### config.mk
export PLATFORM = sky130hd
export DESIGN_NAME = csa_seq_adder
export DESIGN_NICKNAME = d
export VERILOG_FILES = /design/src/rtl/csa_seq_adder.sv
export SDC_FILE = /design/constraint.sdc
export NUM_CORES = 1
export LEC_CHECK = 0
export ABC_AREA = 1
export BUFFER_PORTS_ARGS = -buffer_cell sky130_fd_sc_hd__buf_2
export CORE_ASPECT_RATIO = 0.8
export CORE_UTILIZATION = 30
export DETAILED_ROUTE_END_ITERATION = 7
export PLACE_DENSITY = 0.63
export SETUP_SLACK_MARGIN = 0.05
export SYNTH_ARGS = -nofsm -noshare
export SYNTH_HDL_FRONTEND = slang
export SYNTH_SLANG_ARGS = --single-unit
### constraint.sdc
create_clock -name clk -period 2.8 [get_ports clk]
set_clock_uncertainty 0.2 [all_clocks]
set_input_delay 0.56 -clock clk [delete_from_list [all_inputs] [get_ports clk]]
set_output_delay 0.56 -clock clk [all_outputs]
set_load 0.02 [all_outputs]
### src/rtl/csa_seq_adder.sv
// ============================================================================
//  Module   : csa_seq_adder
//  Purpose  : Multi-precision add sequencer that reuses one 8-bit carry-skip
//             slice, LSB byte first, with valid/ready operand and result ports.
//             Optional macro CSA_SEQ_SUB_EN adds in_sub (A-B mode).
//  Revision : 1.0  initial release
// ============================================================================
`default_nettype none

module csa_seq_adder #(
   parameter int NBYTES = 4
) (
   input  logic                  clk,
   input  logic                  rst_n,
   input  logic                  in_valid,
   output logic                  in_ready,
   input  logic [8*NBYTES-1:0]   op_a,
   input  logic [8*NBYTES-1:0]   op_b,
`ifdef CSA_SEQ_SUB_EN
   input  logic                  in_sub,
`endif
   output logic                  out_valid,
   input  logic                  out_ready,
   output logic [8*NBYTES-1:0]   out_sum,
   output logic                  out_carry,
   output logic                  busy
);

   localparam int c_W     = 8 * NBYTES;
   localparam int c_IDX_W = (NBYTES > 1) ? $clog2(NBYTES) : 1;
   localparam logic [c_IDX_W-1:0] c_LAST = c_IDX_W'(NBYTES - 1);

   typedef enum logic [1:0] {
      S_IDLE = 2'd0,
      S_RUN  = 2'd1,
      S_DONE = 2'd2
   } state_t;

   state_t               r_state;
   logic [c_W-1:0]       r_a;
   logic [c_W-1:0]       r_b;
   logic [c_W-1:0]       r_sum;
   logic [c_IDX_W-1:0]   r_idx;
   logic                 r_carry;
   logic                 r_sub;
   logic                 r_in_ready;
   logic                 r_out_valid;
   logic                 r_busy;

   logic                 w_sub_in;
   logic [7:0]           w_b_byte;
   logic [4:0]           w_lo;
   logic [4:0]           w_hi;
   logic                 w_p_lo;
   logic                 w_p_hi;
   logic                 w_cin_hi;
   logic                 w_slice_cout;
   logic [7:0]           w_slice_sum;

`ifdef CSA_SEQ_SUB_EN
   assign w_sub_in = in_sub;
`else
   assign w_sub_in = 1'b0;
`endif

   // Subtraction feeds ~B with carry-in 1 (two's complement), so out_carry is an inverted borrow.
   assign w_b_byte = r_b[7:0] ^ {8{r_sub}};

   assign w_p_lo   = &(r_a[3:0] ^ w_b_byte[3:0]);
   assign w_lo     = {1'b0, r_a[3:0]} + {1'b0, w_b_byte[3:0]} + {4'b0000, r_carry};
   assign w_cin_hi = w_p_lo ? r_carry : w_lo[4];
   assign w_p_hi   = &(r_a[7:4] ^ w_b_byte[7:4]);
   assign w_hi     = {1'b0, r_a[7:4]} + {1'b0, w_b_byte[7:4]} + {4'b0000, w_cin_hi};

   assign w_slice_cout = w_p_hi ? w_cin_hi : w_hi[4];
   assign w_slice_sum  = {w_hi[3:0], w_lo[3:0]};

   always_ff @(posedge clk or negedge rst_n) begin
      if (!rst_n) begin
         r_state     <= S_IDLE;
         r_a         <= '0;
         r_b         <= '0;
         r_sum       <= '0;
         r_idx       <= '0;
         r_carry     <= 1'b0;
         r_sub       <= 1'b0;
         r_in_ready  <= 1'b1;
         r_out_valid <= 1'b0;
         r_busy      <= 1'b0;
      end else begin
         case (r_state)
            S_IDLE: begin
               if (in_valid) begin
                  r_a        <= op_a;
                  r_b        <= op_b;
                  r_sub      <= w_sub_in;
                  r_carry    <= w_sub_in;
                  r_idx      <= '0;
                  r_state    <= S_RUN;
                  r_in_ready <= 1'b0;
                  r_busy     <= 1'b1;
               end
            end
            S_RUN: begin
               for (int i = 0; i < NBYTES; i++) begin
                  if (r_idx == c_IDX_W'(i)) begin
                     r_sum[8*i +: 8] <= w_slice_sum;
                  end
               end
               r_carry <= w_slice_cout;
               r_a     <= r_a >> 8;
               r_b     <= r_b >> 8;
               r_idx   <= r_idx + 1'b1;
               if (r_idx == c_LAST) begin
                  r_state     <= S_DONE;
                  r_out_valid <= 1'b1;
               end
            end
            S_DONE: begin
               if (out_ready) begin
                  r_state     <= S_IDLE;
                  r_out_valid <= 1'b0;
                  r_busy      <= 1'b0;
                  r_in_ready  <= 1'b1;
               end
            end
            default: begin
               r_state     <= S_IDLE;
               r_out_valid <= 1'b0;
               r_busy      <= 1'b0;
               r_in_ready  <= 1'b1;
            end
         endcase
      end
   end

   assign in_ready  = r_in_ready;
   assign out_valid = r_out_valid;
   assign out_sum   = r_sum;
   assign out_carry = r_carry;
   assign busy      = r_busy;

endmodule

`default_nettype wire
# After elaboration in Yosys (flattened, before gate mapping)
# Cells that the tools add are included.
dict set report op_classes {
  addsub 5
  n_eq_ne 8
  n_mux 21
  bitwise 4
  reduce_logical 13
}
# cell count
set ops {}
lappend ops {{$pmux W32 S2} 2}
lappend ops {{$mux W32} 2}
lappend ops {{$add A4 B4 Y5} 2}
lappend ops {{$add A5 B1 Y5} 2}
lappend ops {{$reduce_and A2 Y1} 5}
lappend ops {{$pmux W1 S3} 3}
lappend ops {{$reduce_and A3 Y1} 3}
lappend ops {{$mux W2} 4}
lappend ops {{$reduce_and A4 Y1} 2}
lappend ops {{$xor A4 B4 Y4} 2}
lappend ops {{$mux W1} 7}
lappend ops {{$eq A2 B2 Y1 const B} 3}
lappend ops {{$ne A2 B2 Y1 const B} 3}
lappend ops {{$pmux W2 S3} 1}
lappend ops {{$eq A2 B1 Y1 const B} 2}
lappend ops {{$logic_not A2 Y1} 2}
lappend ops {{$pmux W2 S2} 1}
lappend ops {{$add A2 B1 Y2 const B} 1}
lappend ops {{$not A1 Y1} 2}
lappend ops {{$pmux W1 S2} 1}
lappend ops {{$reduce_bool A2 Y1} 1}
dict set report word_totals {
  reg_bits 104
  output_inout_bits 36
  wordCells 63
}

# Logic depth before layout (Yosys ltp)
# Gate-level depths: netlist of the first run.
dict set report logic_depth {
  word_depth 6
  ltp_mapped 16
  depth_no_buf 16
}

# Worst setup path after synthesis of the first run
# Ideal clock, no wire load.
dict set report synth_timing {
  path_type {reg-to-reg}
  startpoint {register r_carry (netlist: out_carry)}
  endpoint {register r_sum[14] (netlist: out_sum[14])}
  t_arrival_ns 2.691
  setup_slack_ns -0.156
  path_stages_with_launch 15
  n_path_buf 0
  period_less_slack_ns 2.956
  path_cell_list {dfrtp_1 > inv_1 > fa_1 > fa_1 > inv_1 > nand3_1 > nand2_1 > nand2_1 > nand2_1 > fa_1 > inv_1 > fa_1 > xnor2_1 > nand2_1 > nand2_1}
}
dict set report synth_between {
  elab_chain_cells 3
}
# item line
set synth_lines {}
lappend synth_lines {{start: declaration} 44} ;# logic r_carry;
lappend synth_lines {{start signal: assignment} 97} ;# r_carry <= w_sub_in;
lappend synth_lines {{start signal: assignment} 110} ;# r_carry <= w_slice_cout;
lappend synth_lines {{$add A5 B1 Y5} 70} ;# assign w_lo = {1'b0, r_a[3:0]} + {1'b0, w_b_byte[3:0]} + {4'b0000, r_carry};
lappend synth_lines {{$mux W1 (*)} 71} ;# assign w_cin_hi = w_p_lo ? r_carry : w_lo[4];
lappend synth_lines {{$add A5 B1 Y5 (*)} 73} ;# assign w_hi = {1'b0, r_a[7:4]} + {1'b0, w_b_byte[7:4]} + {4'b0000, w_cin_hi};
lappend synth_lines {{end signal: indexed assignment} 107} ;# r_sum[8*i +: 8] <= w_slice_sum;
lappend synth_lines {{end: declaration} 42} ;# logic [c_W-1:0] r_sum;
# Mark *: on every way between the ends. The rest lies on a longest branch, timed or not.
# A chain may end at the register's enable or synchronous reset.

# Worst setup path in the final report of the first run
dict set report layout_timing {
  startpoint {register r_carry (netlist: out_carry)}
  endpoint {register r_carry (netlist: out_carry)}
}
dict set report layout_between {
  elab_chain_cells 5
}
# item line
set layout_lines {}
lappend layout_lines {{$add A5 B1 Y5} 70}
lappend layout_lines {{$mux W1 (*)} 71}
lappend layout_lines {{$add A5 B1 Y5} 73}
lappend layout_lines {{$mux W1 (*)} 75} ;# assign w_slice_cout = w_p_hi ? w_cin_hi : w_hi[4];
lappend layout_lines {{$pmux W1 S2 (*)} 91} ;# case (r_state)
# Marked as above.

==> flow_summary.json, run 1 <==
{
  "die_x_microns": 144.0,
  "dp_hpwl_mm": 8.350,
  "core_sq_mm": 0.01575,
  "placed_area_sq_mm": 0.005572,
  "portBuffers": 103,
  "die_y_microns": 115.6,
  "layout_setup_ws_ns": 0.08577,
  "start_kind": "flip-flop",
  "cap_violations": 0,
  "ys_warn_count": 0,
  "place.gp.congestion": 0.8134,
  "reg2regPathDepth": 16,
  "synth_top_area_share_pct": 53.27,
  "r2r_slack_ns": 0.09,
  "p_comb_share_pct": 49.6,
  "path_max_fanout": 2,
  "syn_to_final_growth_pct": 22.34,
  "firstDrtPassIters": 8,
  "clk_latency_ns": 0.35,
  "power_density_mw_per_mm2": 1346,
  "dp_slack_ns": 0.08124,
  "yosysMostFrequentCell": "nand2_1",
  "start_util_pct": 30.72,
  "power_mw": 7.969,
  "slew_headroom_pct": 66.12,
  "synth_simple_gate_area_share_pct": 17.15,
  "nFillCells": 1647,
  "grt_max_degree": 52,
  "fp-row-count": 41,
  "ios": 104,
  "antenna_left": 0,
  "cp-end-kind": "flip-flop",
  "outcome": "finished clean",
  "syn_nets": 598,
  "drt_wl_total_mm": 11.70,
  "p_sw_mw": 3.497,
  "grt_pass1_wl_mm": 19.20,
  "min_period_ns": 2.714,
  "drcViolationCount": 0,
  "rsz0062_at_grt": "true",
  "nets": 695,
  "pwr-share-clk_pct": 17.1,
  "syn_area_per_cell_sq_um": 9.413,
  "via_per_inst": 4.494,
  "synth_enable_flop_cells": 0,
  "ys_top_cells_by_count": "nand2_1 (125), dfrtp_1 (103), nor2_1 (51)",
  "clock_sinks": 104,
  "drt_iter0_drc": 146,
  "ys_types": 28,
  "vdd_drop_max_mv": 0.4163,
  "clk_pin_slew_ns": 0.07,
  "drive_above_1_share_pct": 29.87,
  "fmax_ghz": 0.3684,
  "synth_top_family_by_area": "compound AO/OA/AOI/OAI gates",
  "synth_top_cell_by_area": "dfrtp_1",
  "cts-htree-levels": 3,
  "ys_async_sr_fraction_pct": 100.0,
  "drv_slew": 0,
  "r2r-start": "out_carry",
  "synth-compound-area-share_pct": 17.79,
  "syn_inst": 514,
  "p_seq_share_pct": 33.3,
  "critPathRequiredTime_ns": 2.88,
  "ys.flop_type": "dfrtp_1",
  "routedWlPerCell_microns": 14.06,
  "synth-seq-area-share_pct": 53.81,
  "timing.final.crit_share_pct": 96.94,
  "max_slew.worst_pin.slew_ns": 0.5082,
  "cts-root-buf": "clkbuf_16",
  "synth-seq-cells": 104,
  "die-area_sq_mm": 0.01664,
  "cts_tree": "yes",
  "hold_class": "input port to flip-flop",
  "holdPathEnd": "r_b[30]",
  "hp-start": "op_b[30]",
  "final-hold-violation-count": 0,
  "via_count": 3739,
  "numCtsBuffers": 9,
  "grt_usage_pct": 15.32,
  "synth.area.mux_share_pct": 0,
  "worstPathArrival_ns": 2.80,
  "synth_area_leaders": "dfrtp_1 (53%), nand2_1 (9.7%), o21ai_2 (5.4%), o21ai_1 (5.0%), nor2_1 (4.0%)",
  "postLayoutCellArea_sq_mm": 0.005919,
  "grt_pass1_vias": 3647,
  "cts_buffer_depth": 2,
  "synthAdderAreaFrac_pct": 4.758,
  "swShare_pct": 43.88,
  "crit_type": "flip-flop to flip-flop",
  "intPower_mw": 4.472,
  "total_leakage_power_nw": 2.891,
  "setup_viol": 0,
  "syn_area_sq_mm": 0.004838,
  "whs_path_depth": 2,
  "r2r_end": "out_carry",
  "grt-ovfl-total": 0,
  "antenna_found_initial": 1,
  "synthXorXnorAreaFrac_pct": 0.3620
}
[kinds of logic after synthesis]
kind of cell	Yosys count
AO/OA/AOI/OAI	136
buffers and inverters	56
AND/OR/NAND/NOR	200
adder cells (fa/ha/maj)	16
XOR/XNOR	2
flip-flops	104
[critical path, cell delays in order (launching register included)]
cell,delay (ns)
dfrtp_2,0.36
inv_2,0.04
fa_2,0.39
fa_2,0.35
inv_1,0.06
nand3_1,0.05
nand2_1,0.09
nand2_2,0.06
nand2_2,0.06
fa_2,0.20
inv_2,0.04
fa_2,0.35
nor2_1,0.12
nor2_1,0.05
a21oi_1,0.12
nand2_1,0.07
nand2_1,0.05
[power groups by stage]
stage / logic [mW] / clock network [mW] / registers (mW)
finish: 3.95 / 1.36 / 2.65
global route: 4.51 / 1.47 / 2.75
global placement: 3.89 / 0 / 2.66
floorplan: 2.68 / 0 / 2.87
CTS: 3.97 / 1.40 / 2.65
detailed placement: 3.96 / 0 / 2.68
[layout make-up]
| class | instances | area [sq um] | share of cell area (%) |
|---|---|---|---|
| Antenna cell | 1 | 2.502 | 0.04227 |
| Clock buffer | 12 | 246.5 | 4.164 |
| Sequential cell | 104 | 2605 | 44.01 |
| Clock inverter | 4 | 77.57 | 1.311 |
| Timing Repair Buffer | 113 | 645.6 | 10.91 |
| Inverter | 29 | 108.9 | 1.839 |
| Multi-Input combinational cell | 354 | 1964 | 33.19 |
| Tap cell | 215 | 269.0 | 4.544 |
[layout by cell type, fill, tap and decap left out, types with 16 or more instances in the layout]
cell type  count
o21ai_2       31
dfrtp_1      102
nor2_1        51
a22o_1        16
o21ai_0       29
inv_1         18
nand2_1      123
buf_2        102
o21ai_1       50
[layer usage]
metal | up-vias | wire, microns | GRT usage [%]
li1 | 1900 | - | -
met1 | 1726 | 5771 | 21.32
met2 | 99 | 5073 | 23.06
met3 | 12 | 704 | 4.463
met4 | 2 | 131 | 4.468
met5 | - | 16 | 0
[state kept, by name, indices dropped and copies added (netlist names)]
register   cells
out_sum       32
in_ready       1
r_a           32
r_b           32
out_carry      1
r_idx          2
busy           1
r_state        2
out_valid      1
[metrics by stage]
step	setup TNS, ns	std cells	hold WS, ns	utilization, %
finish	0	832	0.2341	37.59
global route	-0.09695	831	0.2226	37.57
CTS	0	831	0.2228	37.50
detailed placement	0	814	0.2549	35.38
global placement	0	814	0.2491	35.38
floorplan	0	514	0.06441	-
[repair_timing]
item	CTS	global route
endpoints found under the hold margin	31	0
setup buffers	0	0
endpoints found under the setup margin	0	9
hold buffers	1	0
resized for setup	0	10
[worst max path at each step]
stage | startpoint | end | slack [ns] | cells after the start
floorplan | out_carry | out_carry | 0.08 | 16
detailed placement | out_carry | out_carry | 0.08 | 16
CTS | out_carry | out_carry | 0.06 | 16
global placement | out_carry | out_carry | 0.09 | 16
finish | out_carry | out_carry | 0.09 | 16
global route | out_carry | out_carry | -0.06 | 16
No activity file was read; power rests on OpenSTA's default activity.
==> inputs of run 2 (changes only) <==
Settings changed: CELL_PAD_IN_SITES_DETAIL_PLACEMENT from default to 1, CELL_PAD_IN_SITES_GLOBAL_PLACEMENT from default to 2, PLACE_DENSITY 0.63 to 0.88.
==> run 2 against run 1 <==
The run now ends with setup timing left. Sequential cell count did not move. Total power rose by 1.3%. Worst setup slack got worse by 0.12 ns. Via count rose by 3.8%. Clock-buffer cell count fell by 3. Largest cell class unchanged. Largest power group unchanged.
==> flow_summary.json, run 2 (synthesis results as in run 1) <==
{
  "numCtsBuffers": 9,
  "die-area_sq_mm": 0.01664,
  "path_max_fanout": 2,
  "cts-root-buf": "clkbuf_16",
  "drt_wl_total_mm": 13.00,
  "die_y_microns": 115.6,
  "setup_viol": 1,
  "start_kind": "flip-flop",
  "start_util_pct": 30.72,
  "met1_usage_pct": 22.47,
  "grt.busiest_layer": "met2",
  "drcViolationCount": 0,
  "clk_latency_ns": 0.35,
  "drt_iter0_drc": 138,
  "final_common_cell": "nand2_1",
  "firstDrtPassIters": 4,
  "dp_slack_ns": 0.001771,
  "nets": 697,
  "layout_setup_ws_ns": -0.03506,
  "fp-row-count": 41,
  "die_x_microns": 144.0,
  "cts-htree-levels": 3,
  "cpMostUsedCell": "fa_2",
  "critPathMaxStageDelay_ns": 0.39,
  "via_count": 3882,
  "worstPathArrival_ns": 2.92,
  "grt_pass1_vias": 4075,
  "crit_path_top_delay_cell": "fa_2",
  "power_density_mw_per_mm2": 1371,
  "intPower_mw": 4.346,
  "cts_tree": "yes",
  "core_sq_mm": 0.01575,
  "use_met3_pct": 3.678,
  "drive_above_1_share_pct": 30.91,
  "min_period_ns": 2.835,
  "violations": "setup timing",
  "final-hold-violation-count": 0,
  "cp-end-kind": "flip-flop",
  "grt_usage_pct": 16.62,
  "ctsHoldBuffers": 0,
  "slew_headroom_pct": 46.39,
  "worstPathCellList": "inv_2, fa_2, fa_2, inv_2, nand3_2, nand2_1, nand2_2, nand2_2, fa_2, inv_2, fa_2, nor2_1, nor2_1, a21oi_1, nand2_1, nand2_1",
  "p_sw_mw": 3.725,
  "hold_class": "input port to async pin",
  "drv_slew": 0,
  "p_comb_share_pct": 51.5,
  "crit_type": "flip-flop to flip-flop",
  "outcome": "complete, but fails checks",
  "routedWlPerCell_microns": 15.59,
  "via_per_inst": 4.655,
  "vdd_drop_max_mv": 0.4643,
  "swShare_pct": 46.15,
  "power_mw": 8.072,
  "critPathRequiredTime_ns": 2.88,
  "syn_to_final_growth_pct": 21.72,
  "grt_pass1_wl_mm": 21.34,
  "grt_max_degree": 40,
  "max_slew.worst_pin.slew_ns": 0.8033,
  "cap_violations": 0,
  "final_cell_mix": "nand2_1 (123), dfrtp_1 (102), buf_2 (102), nor2_1 (51), o21ai_1 (49)",
  "antenna_left": 0,
  "grt-ovfl-total": 0,
  "clock_sinks": 104,
  "pwr-share-clk_pct": 15.3,
  "dp_hpwl_mm": 9.623,
  "fmax_ghz": 0.3527,
  "reg2regPathDepth": 16,
  "clk_pin_slew_ns": 0.07,
  "cts_buffer_depth": 2,
  "timing.final.crit_share_pct": 101.3,
  "ios": 104,
  "grt_use_met2_pct": 27.28,
  "antenna_found_initial": 1,
  "total_leakage_power_nw": 2.878,
  "rsz0062_at_grt": "true",
  "place.gp.congestion": 0.7617,
  "portBuffers": 103,
  "p_seq_share_pct": 33.3
}
-- run 2: changes by cell type in the layout (fill, tap and decap cells not counted), moves of 2 or more --
cell | previous run | this run
buf_12 | 4 | 2
bufinv_16 | 2 | 0
clkbuf_1 | 2 | 0
inv_8 | 0 | 2
inv_6 | 0 | 2
buf_4 | 6 | 11
-- run 2: metal layers --
metal | vias up | share of wire [%]
met5 | - | 0
met4 | 0 | 0.96
met3 | 12 | 4.8
met2 | 97 | 45
met1 | 1872 | 49
li1 | 1901 | -
-- run 2: cell type report --
| type | count | area, sq um |
|---|---|---|
| Fill cell | 1900 | 9859 |
| Sequential cell | 104 | 2605 |
| Multi-Input combinational cell | 354 | 1984 |
| Timing Repair Buffer | 115 | 633.1 |
| Tap cell | 215 | 269.0 |
| Clock buffer | 9 | 225.2 |
| Inverter | 29 | 108.9 |
| Clock inverter | 7 | 61.31 |
| Antenna cell | 1 | 2.502 |
-- run 2: what timing repair did --
action / in CTS / in global routing
buffers inserted: 1 / 1
pin swaps: 2 / 12
gates resized for setup: 2 / 11
endpoints found under the setup margin: 8 / 9
-- run 2: final timing paths --
check	startpoint	end	slack [ns]
worst max-delay path	out_carry	out_carry	-0.04
worst min-delay path	rst_n	out_sum[1]	0.001
worst max register to register	out_carry	out_carry	-0.04
worst min register to register	in_ready	in_ready	0.27
max in group asynchronous	rst_n	in_ready	1.69
min in group clk	op_b[26]	r_b[26]	0.23
-- run 2: power groups by stage --
stage               sequential [mW]  combinational, mW  clock (mW)
global route                   2.76               4.67        1.33
floorplan                      2.87               2.68           0
CTS                            2.69               4.07        1.27
detailed placement             2.71               4.04           0
finish                         2.68               4.15        1.23
global placement               2.67               3.85           0
-- run 2: worst max-delay path, delay by kind of cell, from the launching register on --
family	cells	cell delay (ns)
compound gates	1	0.12
fa+ha+maj	4	1.35
buf+inv	3	0.14
flops	1	0.37
simple gates	8	0.58
-- run 2: metrics by stage --
stage	hold slack, ns	util, %	setup TNS, ns	cells	cell area, sq um
global placement	0.2557	35.27	0	815	5554
finish	0.001050	37.40	-0.03506	834	5889
CTS	0.009526	37.15	0	832	5851
floorplan	0.06441	-	0	514	4855
global route	0.02653	37.38	-0.6298	833	5887
detailed placement	0.2591	35.27	0	815	5554
